==> config.mk <==
export PLATFORM = sky130hd
export DESIGN_NAME = solver_controller_flat
export DESIGN_NICKNAME = d
export VERILOG_FILES = /design/src/rtl/solver_pkg.sv /design/src/rtl/solver_controller_if.sv /design/src/rtl/solver_controller.sv /design/src/flat_wrapper.sv
export SDC_FILE = /design/constraint.sdc
export NUM_CORES = 1
export LEC_CHECK = 0
export CAP_MARGIN = 10
export CORE_UTILIZATION = 45
export CTS_CLUSTER_SIZE = 16
export DETAILED_ROUTE_END_ITERATION = 10
export HOLD_SLACK_MARGIN = 0.12
export PLACE_DENSITY = 0.75
export SYNTH_ARGS = -nofsm -noshare
export SYNTH_HDL_FRONTEND = slang
export SYNTH_SLANG_ARGS = --single-unit
==> constraint.sdc <==
create_clock -name clk -period 4.4 [get_ports clk]
set_clock_uncertainty 0.15 [all_clocks]
set_input_delay 0.88 -clock clk [delete_from_list [all_inputs] [get_ports clk]]
set_output_delay 0.88 -clock clk [all_outputs]
set_load 0.01 [all_outputs]
==> src/rtl/solver_pkg.sv <==
// Shared constants and state encoding for the iterative solver sequencer.
package solver_pkg;

    localparam int DATA_W         = 32;
    localparam int PU_LATENCY_DEF = 2;
    localparam int MAX_ITER_DEF   = 16;

    localparam logic [2:0] ST_IDLE   = 3'd0;
    localparam logic [2:0] ST_LOAD   = 3'd1;
    localparam logic [2:0] ST_WAIT   = 3'd2;
    localparam logic [2:0] ST_CHECK  = 3'd3;
    localparam logic [2:0] ST_UPDATE = 3'd4;
    localparam logic [2:0] ST_DONE   = 3'd5;

    typedef enum logic [2:0] {
        S_IDLE   = ST_IDLE,
        S_LOAD   = ST_LOAD,
        S_WAIT   = ST_WAIT,
        S_CHECK  = ST_CHECK,
        S_UPDATE = ST_UPDATE,
        S_DONE   = ST_DONE
    } state_e;

endpackage

==> src/rtl/solver_controller_if.sv <==
// Host handshake plus datapath strobe/status bundle of the solver sequencer.
interface solver_controller_if
    import solver_pkg::*;
#(
    parameter int CNT_W = 5
);
    logic              start;
    logic              zer;
    logic [DATA_W-1:0] dp_out;
    logic              wen;
    logic              wene;
    logic              sel;
    logic              ready;
    logic              done;
    logic [DATA_W-1:0] result;
    logic [CNT_W-1:0]  iters;
    logic              timeout;

    // Host/datapath side
    modport master (
        output start, zer, dp_out,
        input  wen, wene, sel, ready, done, result, iters, timeout
    );

    // Controller side
    modport slave (
        input  start, zer, dp_out,
        output wen, wene, sel, ready, done, result, iters, timeout
    );

endinterface

==> src/rtl/solver_controller.sv <==
// Load / wait / check / feedback-update sequencer for the four-lane iterative datapath.
// Terminates on datapath zero-detect or on the iteration cap and reports via start/ready/done.
module solver_controller
    import solver_pkg::*;
#(
    parameter int PU_LATENCY = PU_LATENCY_DEF,
    parameter int MAX_ITER   = MAX_ITER_DEF,
    parameter int CNT_W      = 5
) (
    input  logic                clk,
    input  logic                rst,
    solver_controller_if.slave  bus
);

    localparam int WAIT_W = (PU_LATENCY > 1) ? $clog2(PU_LATENCY) : 1;
    localparam logic [WAIT_W-1:0] WAIT_INIT = WAIT_W'(PU_LATENCY - 1);
    localparam logic [CNT_W-1:0]  ITER_CAP  = CNT_W'(MAX_ITER - 1);

    state_e             state_q, state_d;
    logic [WAIT_W-1:0]  wait_q, wait_d;
    logic [CNT_W-1:0]   iter_q, iter_d;
    logic [DATA_W-1:0]  cap_q, cap_d;
    logic               tnxt_q, tnxt_d;

    logic               wen_q, wen_d;
    logic               wene_q, wene_d;
    logic               sel_q, sel_d;
    logic               ready_q, ready_d;
    logic               done_q, done_d;
    logic [DATA_W-1:0]  result_q, result_d;
    logic [CNT_W-1:0]   iters_q, iters_d;
    logic               timeout_q, timeout_d;

    always_comb begin
        state_d = state_q;
        wait_d  = wait_q;
        iter_d  = iter_q;
        cap_d   = cap_q;
        tnxt_d  = tnxt_q;

        case (state_q)
            S_IDLE: begin
                if (bus.start) begin
                    state_d = S_LOAD;
                    iter_d  = '0;
                end
            end
            S_LOAD: begin
                wait_d  = WAIT_INIT;
                state_d = S_WAIT;
            end
            S_WAIT: begin
                if (wait_q == '0) begin
                    state_d = S_CHECK;
                end else begin
                    wait_d = wait_q - 1'b1;
                end
            end
            S_CHECK: begin
                // The cap is tested before any increment, so iter_cnt cannot wrap.
                cap_d = bus.dp_out;
                if (bus.zer) begin
                    state_d = S_DONE;
                    tnxt_d  = 1'b0;
                end else if (iter_q == ITER_CAP) begin
                    state_d = S_DONE;
                    tnxt_d  = 1'b1;
                end else begin
                    state_d = S_UPDATE;
                end
            end
            S_UPDATE: begin
                iter_d  = iter_q + 1'b1;
                wait_d  = WAIT_INIT;
                state_d = S_WAIT;
            end
            S_DONE: begin
                state_d = S_IDLE;
            end
            default: begin
                state_d = S_IDLE;
            end
        endcase
    end

    // Strobes are decoded from the next state so they line up with the state they belong to.
    always_comb begin
        wen_d     = (state_d == S_LOAD) || (state_d == S_UPDATE);
        wene_d    = (state_d == S_LOAD);
        sel_d     = (state_d == S_UPDATE);
        ready_d   = (state_d == S_IDLE);
        done_d    = (state_q == S_DONE);
        result_d  = result_q;
        iters_d   = iters_q;
        timeout_d = timeout_q;
        if (state_q == S_DONE) begin
            result_d  = cap_q;
            iters_d   = iter_q;
            timeout_d = tnxt_q;
        end
    end

    always_ff @(posedge clk) begin
        if (rst) begin
            state_q   <= S_IDLE;
            wait_q    <= '0;
            iter_q    <= '0;
            tnxt_q    <= 1'b0;
            wen_q     <= 1'b0;
            wene_q    <= 1'b0;
            sel_q     <= 1'b0;
            ready_q   <= 1'b1;
            done_q    <= 1'b0;
            result_q  <= '0;
            iters_q   <= '0;
            timeout_q <= 1'b0;
        end else begin
            state_q   <= state_d;
            wait_q    <= wait_d;
            iter_q    <= iter_d;
            tnxt_q    <= tnxt_d;
            wen_q     <= wen_d;
            wene_q    <= wene_d;
            sel_q     <= sel_d;
            ready_q   <= ready_d;
            done_q    <= done_d;
            result_q  <= result_d;
            iters_q   <= iters_d;
            timeout_q <= timeout_d;
        end
    end

    // Captured word is only consumed after CHECK has written it, so it needs no reset.
    always_ff @(posedge clk) begin
        cap_q <= cap_d;
    end

    assign bus.wen     = wen_q;
    assign bus.wene    = wene_q;
    assign bus.sel     = sel_q;
    assign bus.ready   = ready_q;
    assign bus.done    = done_q;
    assign bus.result  = result_q;
    assign bus.iters   = iters_q;
    assign bus.timeout = timeout_q;

endmodule

==> src/flat_wrapper.sv <==
// flat-port wrapper written by rule: the top's interface ports become plain ports
module solver_controller_flat import solver_pkg::*;
#(
    parameter int PU_LATENCY = PU_LATENCY_DEF,
    parameter int MAX_ITER   = MAX_ITER_DEF,
    parameter int CNT_W      = 5
)
  (clk, rst, bus_start, bus_zer, bus_dp_out, bus_wen, bus_wene, bus_sel, bus_ready, bus_done, bus_result, bus_iters, bus_timeout);
  solver_controller_if #(.CNT_W(CNT_W)) bus_i ();
  input  logic clk;
  input  logic rst;
  input wire logic [$bits(bus_i.start)-1:0] bus_start;
  input wire logic [$bits(bus_i.zer)-1:0] bus_zer;
  input wire logic [$bits(bus_i.dp_out)-1:0] bus_dp_out;
  output wire logic [$bits(bus_i.wen)-1:0] bus_wen;
  output wire logic [$bits(bus_i.wene)-1:0] bus_wene;
  output wire logic [$bits(bus_i.sel)-1:0] bus_sel;
  output wire logic [$bits(bus_i.ready)-1:0] bus_ready;
  output wire logic [$bits(bus_i.done)-1:0] bus_done;
  output wire logic [$bits(bus_i.result)-1:0] bus_result;
  output wire logic [$bits(bus_i.iters)-1:0] bus_iters;
  output wire logic [$bits(bus_i.timeout)-1:0] bus_timeout;
  assign bus_i.start = bus_start;
  assign bus_i.zer = bus_zer;
  assign bus_i.dp_out = bus_dp_out;
  assign bus_wen = bus_i.wen;
  assign bus_wene = bus_i.wene;
  assign bus_sel = bus_i.sel;
  assign bus_ready = bus_i.ready;
  assign bus_done = bus_i.done;
  assign bus_result = bus_i.result;
  assign bus_iters = bus_i.iters;
  assign bus_timeout = bus_i.timeout;
  solver_controller #(.PU_LATENCY(PU_LATENCY), .MAX_ITER(MAX_ITER), .CNT_W(CNT_W)) u_core (.clk(clk), .rst(rst), .bus(bus_i));
endmodule
==> key figures <==
Outcome
  – Status: completed

Setup path
  – Crit path required time: 3.37 ns
  – Critical Path Source Type: flop
  – Critical Path End Type: output pin
  – Worst path max stage delay: 0.55 ns
  – Critical path type: reg -> out
  – Crit. path cell count: 1
  – Crit path cell chain: clkdlybuf4s50_1
  – Crit path buf inv count: 1
  – Reg2Reg Depth: 3
  – CP top delay family: buffers and inverters
  – Worst-path maximum fanout: 2
  – CP arrival: 1.26 ns
  – Critical Path Start: u_core.bus.result[7]
  – R2r startpoint: u_core.state_q[0]
  – CP max-delay cell: clkdlybuf4s50_1

Worst hold path
  – Worst hold path class: reg -> reg
  – Cells on Worst Hold Path: 2
  – Min-delay src: u_core.bus.result[21]

Clocking
  – Total CTS buffers: 9
  – CTS tree: built
  – CTS max path bufs: 2
  – H-tree Lvls: 3
  – Clk root buf: clkbuf_8
  – Worst skew pair latency: 0.34 ns
  – Clk slew on worst S/H paths: 0.08 ns
  – CTS Sinks: 85
  – # resized after CTS: 0
  – # hold bufs at CTS: 0
  – Post-CTS Setup Bufs: 0

Place
  – RePlAce Congestion: 0.713
  – PortBufs: 78
  – Post-DP HPWL: 3.57 mm
  – Inst Count DP: 411

Global route
  – Initial antenna violation count: 0
  – Global route overflow: 0
  – Global-route usage over all layers: 0.186
  – Vias in the first global route: 2031
  – Pin count of the biggest net entering global routing: 52
  – First-pass GRT wire length: 9.18 mm

Yosys
  – Synth Register Bits: 85
  – Post-synth EDFFs: 32
  – Synth Warn #: 0
  – Ys flop type: dfxtp_1
  – Sequential area share after synthesis: 0.689
  – Net Count, Synth: 311
  – Synth cell types: 32
  – Ys async rst share: 0
  – Mapped Cells: 273
  – Cell area after synthesis: 2930 sq um
  – Mean Syn Cell Area: 10.7 sq um

Die
  – Die area: 6840 sq um
  – Die width: 82.7 um
  – Core Area: 6310 sq um
  – I/O pins: 79
  – Initial Util: 0.465
  – Die Ht: 82.7 um
  – # rows: 29

Power and ir drop
  – Internal power: 1.35 mW
  – P_sw: 0.338 mW
  – Seq pwr share: 0.512
  – Clk pwr share: 0.424
  – Pwr/cell area: 424 nW/um^2
  – Leak Pwr: 1.34 nW
  – Maximum vdd drop: 218 uV
  – Total power: 1.69 mW
  – Sw Ratio: 0.200
  – Comb power frac: 0.064

Layout
  – Antenna Cells: 0
  – Final Non-Filler Cells: 427
  – Final Util: 0.631
  – Area growth syn-to-layout: 35.9%
  – Layout cells sized above 1: 0.0600
  – Nets@finish: 383
  – FILL cells: 507

Timing
  – Slew Limit Fails: 0
  – Fmax: 438 MHz
  – Worst-Margin Slew: 0.931 ns
  – Final count of hold timing violations: 0
  – Final Cycle Share: 0.519
  – RSZ-0062 raised after global routing: no
  – Rel. slew slack: 0.379
  – Setup Viol. Count Final: 0
  – Post-route setup TNS: 0 ns
  – Tmin final: 2.29 ns

Routing
  – Met2 WL: 2.87 mm
  – Routed wire length: 5.77 mm
  – DRT iter0 DRCs: 144
  – Metal-1 WL: 2.51 mm
  – Routed met3 length: 262 um
  – First drt pass iteration count: 4
  – Top sig layer: met4
  – Vias: 2147
  – Drt wl/cell: 13.5 um
  – Post-DR vias/cell: 5.03
  – Antenna Nets Post-Route: 0
  – # DRC: 0

Flow run
  – Max_cap viols: 0
[cells in the mapped netlist, types with 2 or more instances]
cell       n  area share
a211oi_1   2      0.0051
a21oi_1   45       0.077
and3_1     2      0.0043
buf_2      7       0.012
buf_4      2      0.0051
buf_6      2      0.0077
clkbuf_1   7      0.0090
dfxtp_1   53        0.36
edfxtp_1  32        0.33
ha_1       2      0.0085
inv_1      3      0.0038
nand2_1   77       0.099
nand2b_1   2      0.0043
nand3_1    3      0.0051
nor2_1     8       0.010
nor3_1     4      0.0068
o21ai_0    6       0.010
or3_1      2      0.0043
[routing by layer]
| metal | global-route usage | up-vias |
|---|---|---|
| li1 | - | 1070 |
| met1 | 0.219 | 1006 |
| met2 | 0.307 | 60 |
| met3 | 0.0484 | 11 |
| met4 | 0.105 | 0 |
| met5 | 0 | - |
[state kept, by name, indices dropped and copies added, names as in the netlist]
name,count
u_core.bus.result,32
u_core.cap_q,32
u_core.bus.iters,5
u_core.iter_q,5
u_core.state_q,3
u_core.bus.done,1
u_core.bus.ready,1
u_core.bus.sel,1
u_core.bus.timeout,1
u_core.bus.wen,1
u_core.bus.wene,1
u_core.tnxt_q,1
u_core.wait_q,1
[cells by family after synthesis]
family	after synthesis	share of synthesized area
xor gates and xnor gates	1	0.00299
and+or+nand+nor	106	0.154
buffers and inverters	21	0.0375
AOI/OAI and AO/OA	57	0.104
DFF	85	0.689
adders and majority gates	2	0.00853
muxes	1	0.00341
[placed cells by master, fill, tap and decap left out, types with 3 or more instances in the layout]
cell type	count
inv_1	3
nand2_1	77
nor2_1	8
clkdlybuf4s50_1	77
nor3_1	4
clkbuf_8	10
dfxtp_1	53
edfxtp_1	32
o21ai_0	6
nand3_1	3
bufinv_16	4
a21oi_1	45
[worst paths after layout]
check / slack (ns) / to
setup / recovery: 2.11 / bus_result[7]
hold / removal: 0.31 / u_core.bus.result[21]
setup reg to reg: 2.44 / u_core.tnxt_q
hold reg to reg: 0.31 / u_core.bus.result[21]
[cell type report]
class	count	area [sq um]	share of cell area
clock inverters	6	134	0.0336
well taps	77	96.3	0.0242
multi-input cells	167	802	0.201
flip-flops and latches	85	2020	0.507
clock buffers	10	138	0.0345
repair buffers	79	783	0.196
inverters	3	11.3	0.00282
[metrics by stage]
stage | cell area, sq um | worst slack, ns | hold slack (ns)
4_1_cts | 3990 | 2.10 | 0.310
5_1_grt | 3990 | 2.06 | 0.329
6_report | 3990 | 2.11 | 0.308
2_1_floorplan | 2930 | 2.41 | 0.282
3_5_place_dp | 3710 | 2.18 | 0.299
3_3_place_gp | 3710 | 2.23 | 0.292
[worst min-delay path, cell delays in order (launching register included)]
cell,delay [ns]
dfxtp_1,0.32
nand2_1,0.05
a21oi_1,0.05
[power by group through the flow]
| stage | sequential (mW) | combinational (mW) | clock, mW |
|---|---|---|---|
| after floorplan | 0.873 | 0.0708 | 0 |
| after global placement | 0.882 | 0.106 | 0 |
| after detailed placement | 0.883 | 0.108 | 0 |
| after CTS | 0.865 | 0.109 | 0.727 |
| after global routing | 0.868 | 0.118 | 0.769 |
| final | 0.865 | 0.108 | 0.717 |
(Power assumes the default switching activity.)
